--- src/rtl/mem_arb_pkg.sv ---
// mem_arb_pkg: shared FSM state and bus-owner encodings for the memory port arbiter.
package mem_arb_pkg;
  typedef enum logic [1:0] {
    IDLE  = 2'd0,
    GRANT = 2'd1,
    RESP  = 2'd2
  } state_t;
  localparam logic [1:0] OWN_NONE  = 2'b00;
  localparam logic [1:0] OWN_FETCH = 2'b01;
  localparam logic [1:0] OWN_DATA  = 2'b10;
endpackage

--- src/rtl/mem_arb_pick.sv ---
// mem_arb_pick: combinational two-way grant picker.
// MEM_ARB_RR_EN selects round-robin tie-breaking; otherwise data beats fetch.
module mem_arb_pick
  import mem_arb_pkg::*;
(
  input  logic       f_req_i,
  input  logic       d_req_i,
  input  logic       last_owner_i,
  output logic [1:0] grant_o
);
`ifdef MEM_ARB_RR_EN
  // last_owner_i: 0 = fetch, 1 = data; on a tie the other side wins
  assign grant_o = (d_req_i && f_req_i) ? (last_owner_i ? OWN_FETCH : OWN_DATA) :
                   d_req_i ? OWN_DATA : f_req_i ? OWN_FETCH : OWN_NONE;
`else
  logic unused_last;
  assign unused_last = last_owner_i;
  assign grant_o = d_req_i ? OWN_DATA : f_req_i ? OWN_FETCH : OWN_NONE;
`endif
endmodule

--- src/rtl/mem_port_arbiter.sv ---
// mem_port_arbiter: serialises fetch and load/store accesses onto one single-port sync RAM.
// Define MEM_ARB_RR_EN for round-robin tie-breaking instead of data-over-fetch priority.
module mem_port_arbiter
  import mem_arb_pkg::*;
#(
  parameter int AW = 8,
  parameter int DW = 16
) (
  input  logic          clk,
  input  logic          reset,
  input  logic          f_req,
  input  logic [AW-1:0] f_addr,
  output logic          f_ack,
  output logic [DW-1:0] f_rdata,
  input  logic          d_req,
  input  logic          d_we,
  input  logic [AW-1:0] d_addr,
  input  logic [DW-1:0] d_wdata,
  output logic          d_ack,
  output logic [DW-1:0] d_rdata,
  output logic          mem_en,
  output logic          mem_we,
  output logic [AW-1:0] mem_addr,
  output logic [DW-1:0] mem_wdata,
  input  logic [DW-1:0] mem_rdata,
  output logic          busy,
  output logic [1:0]    owner
);
  state_t        state_q;
  logic [1:0]    owner_q;
  logic          we_q;
  logic          mem_en_q;
  logic          mem_we_q;
  logic [AW-1:0] addr_q;
  logic [DW-1:0] wdata_q;
  logic          f_ack_q;
  logic          d_ack_q;
  logic [DW-1:0] f_rdata_q;
  logic [DW-1:0] d_rdata_q;
  logic          busy_q;
  logic          last_owner;
  logic [1:0]    grant;
  mem_arb_pick u_pick (
    .f_req_i      (f_req),
    .d_req_i      (d_req),
    .last_owner_i (last_owner),
    .grant_o      (grant)
  );
`ifdef MEM_ARB_RR_EN
  logic last_owner_q;
  assign last_owner = last_owner_q;
  always_ff @(posedge clk) begin
    if (reset) last_owner_q <= 1'b0;
    else if (state_q == IDLE && grant != OWN_NONE) last_owner_q <= (grant == OWN_DATA);
  end
`else
  assign last_owner = 1'b0;
`endif
  always_ff @(posedge clk) begin
    if (reset) begin
      state_q   <= IDLE;
      owner_q   <= OWN_NONE;
      we_q      <= 1'b0;
      mem_en_q  <= 1'b0;
      mem_we_q  <= 1'b0;
      addr_q    <= '0;
      wdata_q   <= '0;
      f_ack_q   <= 1'b0;
      d_ack_q   <= 1'b0;
      f_rdata_q <= '0;
      d_rdata_q <= '0;
      busy_q    <= 1'b0;
    end else begin
      f_ack_q <= 1'b0;
      d_ack_q <= 1'b0;
      case (state_q)
        IDLE: if (grant != OWN_NONE) begin
          state_q  <= GRANT;
          owner_q  <= grant;
          busy_q   <= 1'b1;
          mem_en_q <= 1'b1;
          we_q     <= (grant == OWN_DATA) && d_we;
          mem_we_q <= (grant == OWN_DATA) && d_we;
          addr_q   <= (grant == OWN_DATA) ? d_addr : f_addr;
          wdata_q  <= (grant == OWN_DATA) ? d_wdata : wdata_q;
        end
        GRANT: begin
          state_q  <= RESP;
          mem_en_q <= 1'b0;
          mem_we_q <= 1'b0;
          f_ack_q  <= (owner_q == OWN_FETCH);
          d_ack_q  <= (owner_q == OWN_DATA);
        end
        RESP: begin
          state_q   <= IDLE;
          owner_q   <= OWN_NONE;
          busy_q    <= 1'b0;
          f_rdata_q <= f_ack_q ? mem_rdata : f_rdata_q;
          d_rdata_q <= (d_ack_q && !we_q) ? mem_rdata : d_rdata_q;
        end
        default: state_q <= IDLE;
      endcase
    end
  end
  // RAM data arrives in RESP, so it is forwarded while the ack is high and held afterwards
  assign f_rdata   = f_ack_q ? mem_rdata : f_rdata_q;
  assign d_rdata   = (d_ack_q && !we_q) ? mem_rdata : d_rdata_q;
  assign f_ack     = f_ack_q;
  assign d_ack     = d_ack_q;
  assign mem_en    = mem_en_q;
  assign mem_we    = mem_we_q;
  assign mem_addr  = addr_q;
  assign mem_wdata = wdata_q;
  assign busy      = busy_q;
  assign owner     = owner_q;
endmodule

--- config.mk ---
export PLATFORM = sky130hd
export DESIGN_NAME = mem_port_arbiter
export DESIGN_NICKNAME = d
export VERILOG_FILES = /design/src/rtl/mem_arb_pkg.sv /design/src/rtl/mem_arb_pick.sv /design/src/rtl/mem_port_arbiter.sv
export SDC_FILE = /design/constraint.sdc
export NUM_CORES = 1
export LEC_CHECK = 0
export ABC_AREA = 1
export BUFFER_PORTS_ARGS = -buffer_cell sky130_fd_sc_hd__buf_2
export CORE_MARGIN = 3
export CORE_UTILIZATION = 35
export DETAILED_ROUTE_END_ITERATION = 6
export GPL_TIMING_DRIVEN = 0
export PLACE_DENSITY = 0.7
export SYNTH_ARGS = -nofsm -noshare
export SYNTH_HDL_FRONTEND = slang
export SYNTH_SLANG_ARGS = --single-unit
--- constraint.sdc ---
create_clock -name clk -period 1.4 [get_ports clk]
set_input_delay 0.14 -clock clk [delete_from_list [all_inputs] [get_ports clk]]
set_output_delay 0.14 -clock clk [all_outputs]
set_load 0.02 [all_outputs]
==> results.ini <==
[routing]
drc_errors = 0
ant_nets = 0
dr.max_layer_used = met4
drt-vias-per-instance = 4.638
post_drt_wl_per_cell_um = 13.18
firstDrtPassIters = 4
first_iter_violations = 112
wl_met1_um = 3926
route.met2.wl_um = 4596
wl_met3_um = 623
wl_um = 9291
num_vias = 3270

[critical_path]
path_cells = inv_8, buf_16, nand2_4, and2_4, inv_2, buf_6
required_ns = 1.26
worstSetupStartpointType = flip-flop
cp-startpoint = f_ack$_SDFF_PP0_
crit_type = flip-flop to primary output
reg2reg_slack_ns = 0.16
ff2ff_path_depth = 8
r2r-end = d_rdata_q[6]$_SDFFE_PP0P_
crit_path_end_kind = primary output
critPathMaxFanout = 5
slowest_delay_ns = 0.42
r2r_start = state_q[0]$_SDFFE_PP0P_
crit_slowest_cell = dfxtp_4
cp.arrival_ns = 1.33

[logic_synthesis]
synth_nets = 499
netlist_area_mm2 = 0.003029
syn_avg_cell_area_um2 = 6.792
ys_ff_latch = 66
synth_seq_area_share = 0.4362
syn_inst = 446
ys_warn_count = 0
synth.distinct_cells = 23

[place]
dp_hpwl_um = 6090
dp_slack_ns = 0.01046
io_buffers = 114
gp_congestion = 0.8030

[clock_network]
h-tree-depth = 3
clkSinkCount = 66
clockBufferDepth = 2
path_clk_slew_ns = 0.08
clk_latency_ns = 0.35
cts_buffers = 9
cts.hold.buffers_added = 0
cts_tree = done
root_buffer = clkbuf_8

[timing]
period_share = 1.047
setup_ws_ns = -0.06598
rsz0062_at_grt = true
hold_ws_ns = 0.03467
finalSetupViolations = 29
hold_viol_final = 0
slew_headroom = 0.6310
worstMarginPinSlew_ns = 0.5535
final.min_clock_period_ns = 1.466
fmax_mhz = 682.1
drv_slew = 0
clock_skew_ns = 0.01487
fin_setup_tns_ns = -0.8951

[outcome]
status = complete, but fails checks
violations = negative setup slack

[floorplan]
die_h_um = 99.03
io_pins = 116
die-area_mm2 = 0.009807
core_mm2 = 0.008299
initial_core_util = 0.3650
chipWidth_um = 99.03
num_rows = 33

[worst_hold_path]
min_path_cells = 3
hold_class = input port to flip-flop
holdPathEnd = mem_wdata[12]$_SDFFE_PP0P_
min_from = d_wdata[12]

[final_layout]
layout.nets = 648
multi_input_area_mm2 = 0.001660
areaGrowthSynthToFinish_pct = 55.51
fillCellCount = 749
antenna_cells = 0
final_core_util = 0.5676
drive_gt1_frac = 0.4450
seq_area_mm2 = 0.001328

[pwr]
power_density_mw_per_mm2 = 1044
p_leak_nw = 2.486
vdd_drop_max_v = 0.0004038
finalPower_mw = 4.917

[global_routing]
grt.total_usage = 0.1835
gr-total-overflow = 0
grt_pass1_wl_um = 14660
first_global_vias = 3187
grt_max_degree = 14
grt_antenna_before_repair = 0

[flow_run]
maxCapViolations = 0

==> layout by cell type (no fill, tap or decap), drive strengths merged, types with 16 or more instances in the layout <==
| cell type | count |
|---|---|
| buf | 152 |
| nand2 | 131 |
| nor2 | 75 |
| dfxtp | 66 |
| inv | 46 |
| o21ai | 40 |
| a21oi | 30 |
| nand3 | 21 |
| clkbuf | 17 |
| and2 | 16 |
==> area by class of cell <==
type	count	area share
Buffer	21	0.04037
Clock buffer	9	0.02629
Clock inverter	7	0.01620
Inverter	44	0.03931
Multi-Input combinational cell	314	0.3525
Sequential cell	66	0.2818
Tap cell	105	0.02789
Timing Repair Buffer	139	0.2157
==> per-layer routing <==
layer / up-vias / global-route usage
li1: 1678 / -
met1: 1482 / 0.2198
met2: 98 / 0.3135
met3: 12 / 0.06086
met4: 0 / 0.05147
met5: - / 0
==> kinds of logic (layout without fill, tap and decap cells) <==
kind of cell,count (synthesis),in the layout,share of synthesized area
buffers and inverters,66,220,0.1074
flip-flops,66,66,0.4362
AND/OR/NAND/NOR,244,244,0.3408
AO/OA/AOI/OAI,70,70,0.1157
==> sequential cells by signal (all words and copies together) (netlist names) <==
name       cells
state_q        2
mem_en         1
d_ack          1
we_q           1
f_ack          1
busy           1
mem_we         1
owner          2
f_rdata_q     16
mem_addr       8
mem_wdata     16
d_rdata_q     16
==> critical path: cells and delay by family, from the launching register on <==
| kind | cells | cell delay [ns] |
|---|---|---|
| flip-flops | 1 | 0.42 |
| buffers and inverters | 4 | 0.37 |
| AND/OR/NAND/NOR | 2 | 0.19 |
==> timing repair <==
| action | in CTS | in global routing |
|---|---|---|
| endpoints found under the setup margin | 32 | 32 |
| gates resized for setup | 163 | 35 |
| cloned | 1 | 1 |
| pin swaps | 5 | 6 |
| buffers inserted | 10 | 13 |
==> per-stage QoR <==
step	cells	instance area [um^2]
2_1_floorplan	446	3029
3_3_place_gp	665	3731
3_5_place_dp	665	3731
4_1_cts	692	4472
5_1_grt	705	4711
6_report	705	4711
==> where the power goes <==
group | leakage (nW) | switching, mW | internal, mW
clock | 0.0962 | 0.820 | 0.834
combinational | 1.85 | 0.653 | 0.509
sequential | 0.544 | 0.0826 | 2.02
total | 2.49 | 1.56 | 3.36
==> cells in the mapped netlist, drive strengths merged <==
library cell | number | area, um^2
inv | 44 | 172.7
nor3 | 1 | 5.000
o21ai | 40 | 200.2
buf | 15 | 125.1
nand3 | 21 | 110.1
nor2 | 75 | 289.0
clkbuf | 7 | 27.52
and2 | 16 | 100.1
dfxtp | 66 | 1321
a21oi | 30 | 150.1
nand2 | 131 | 528.0
==> how the worst max path moves through the flow <==
stage                              to  cells past startpoint
after global placement    d_rdata[15]                      7
after floorplan            f_rdata[0]                      5
after global routing       f_rdata[1]                      6
after detailed placement  f_rdata[15]                      6
after CTS                 f_rdata[15]                      6
final                      f_rdata[1]                      6
(Power assumes the default switching activity.)
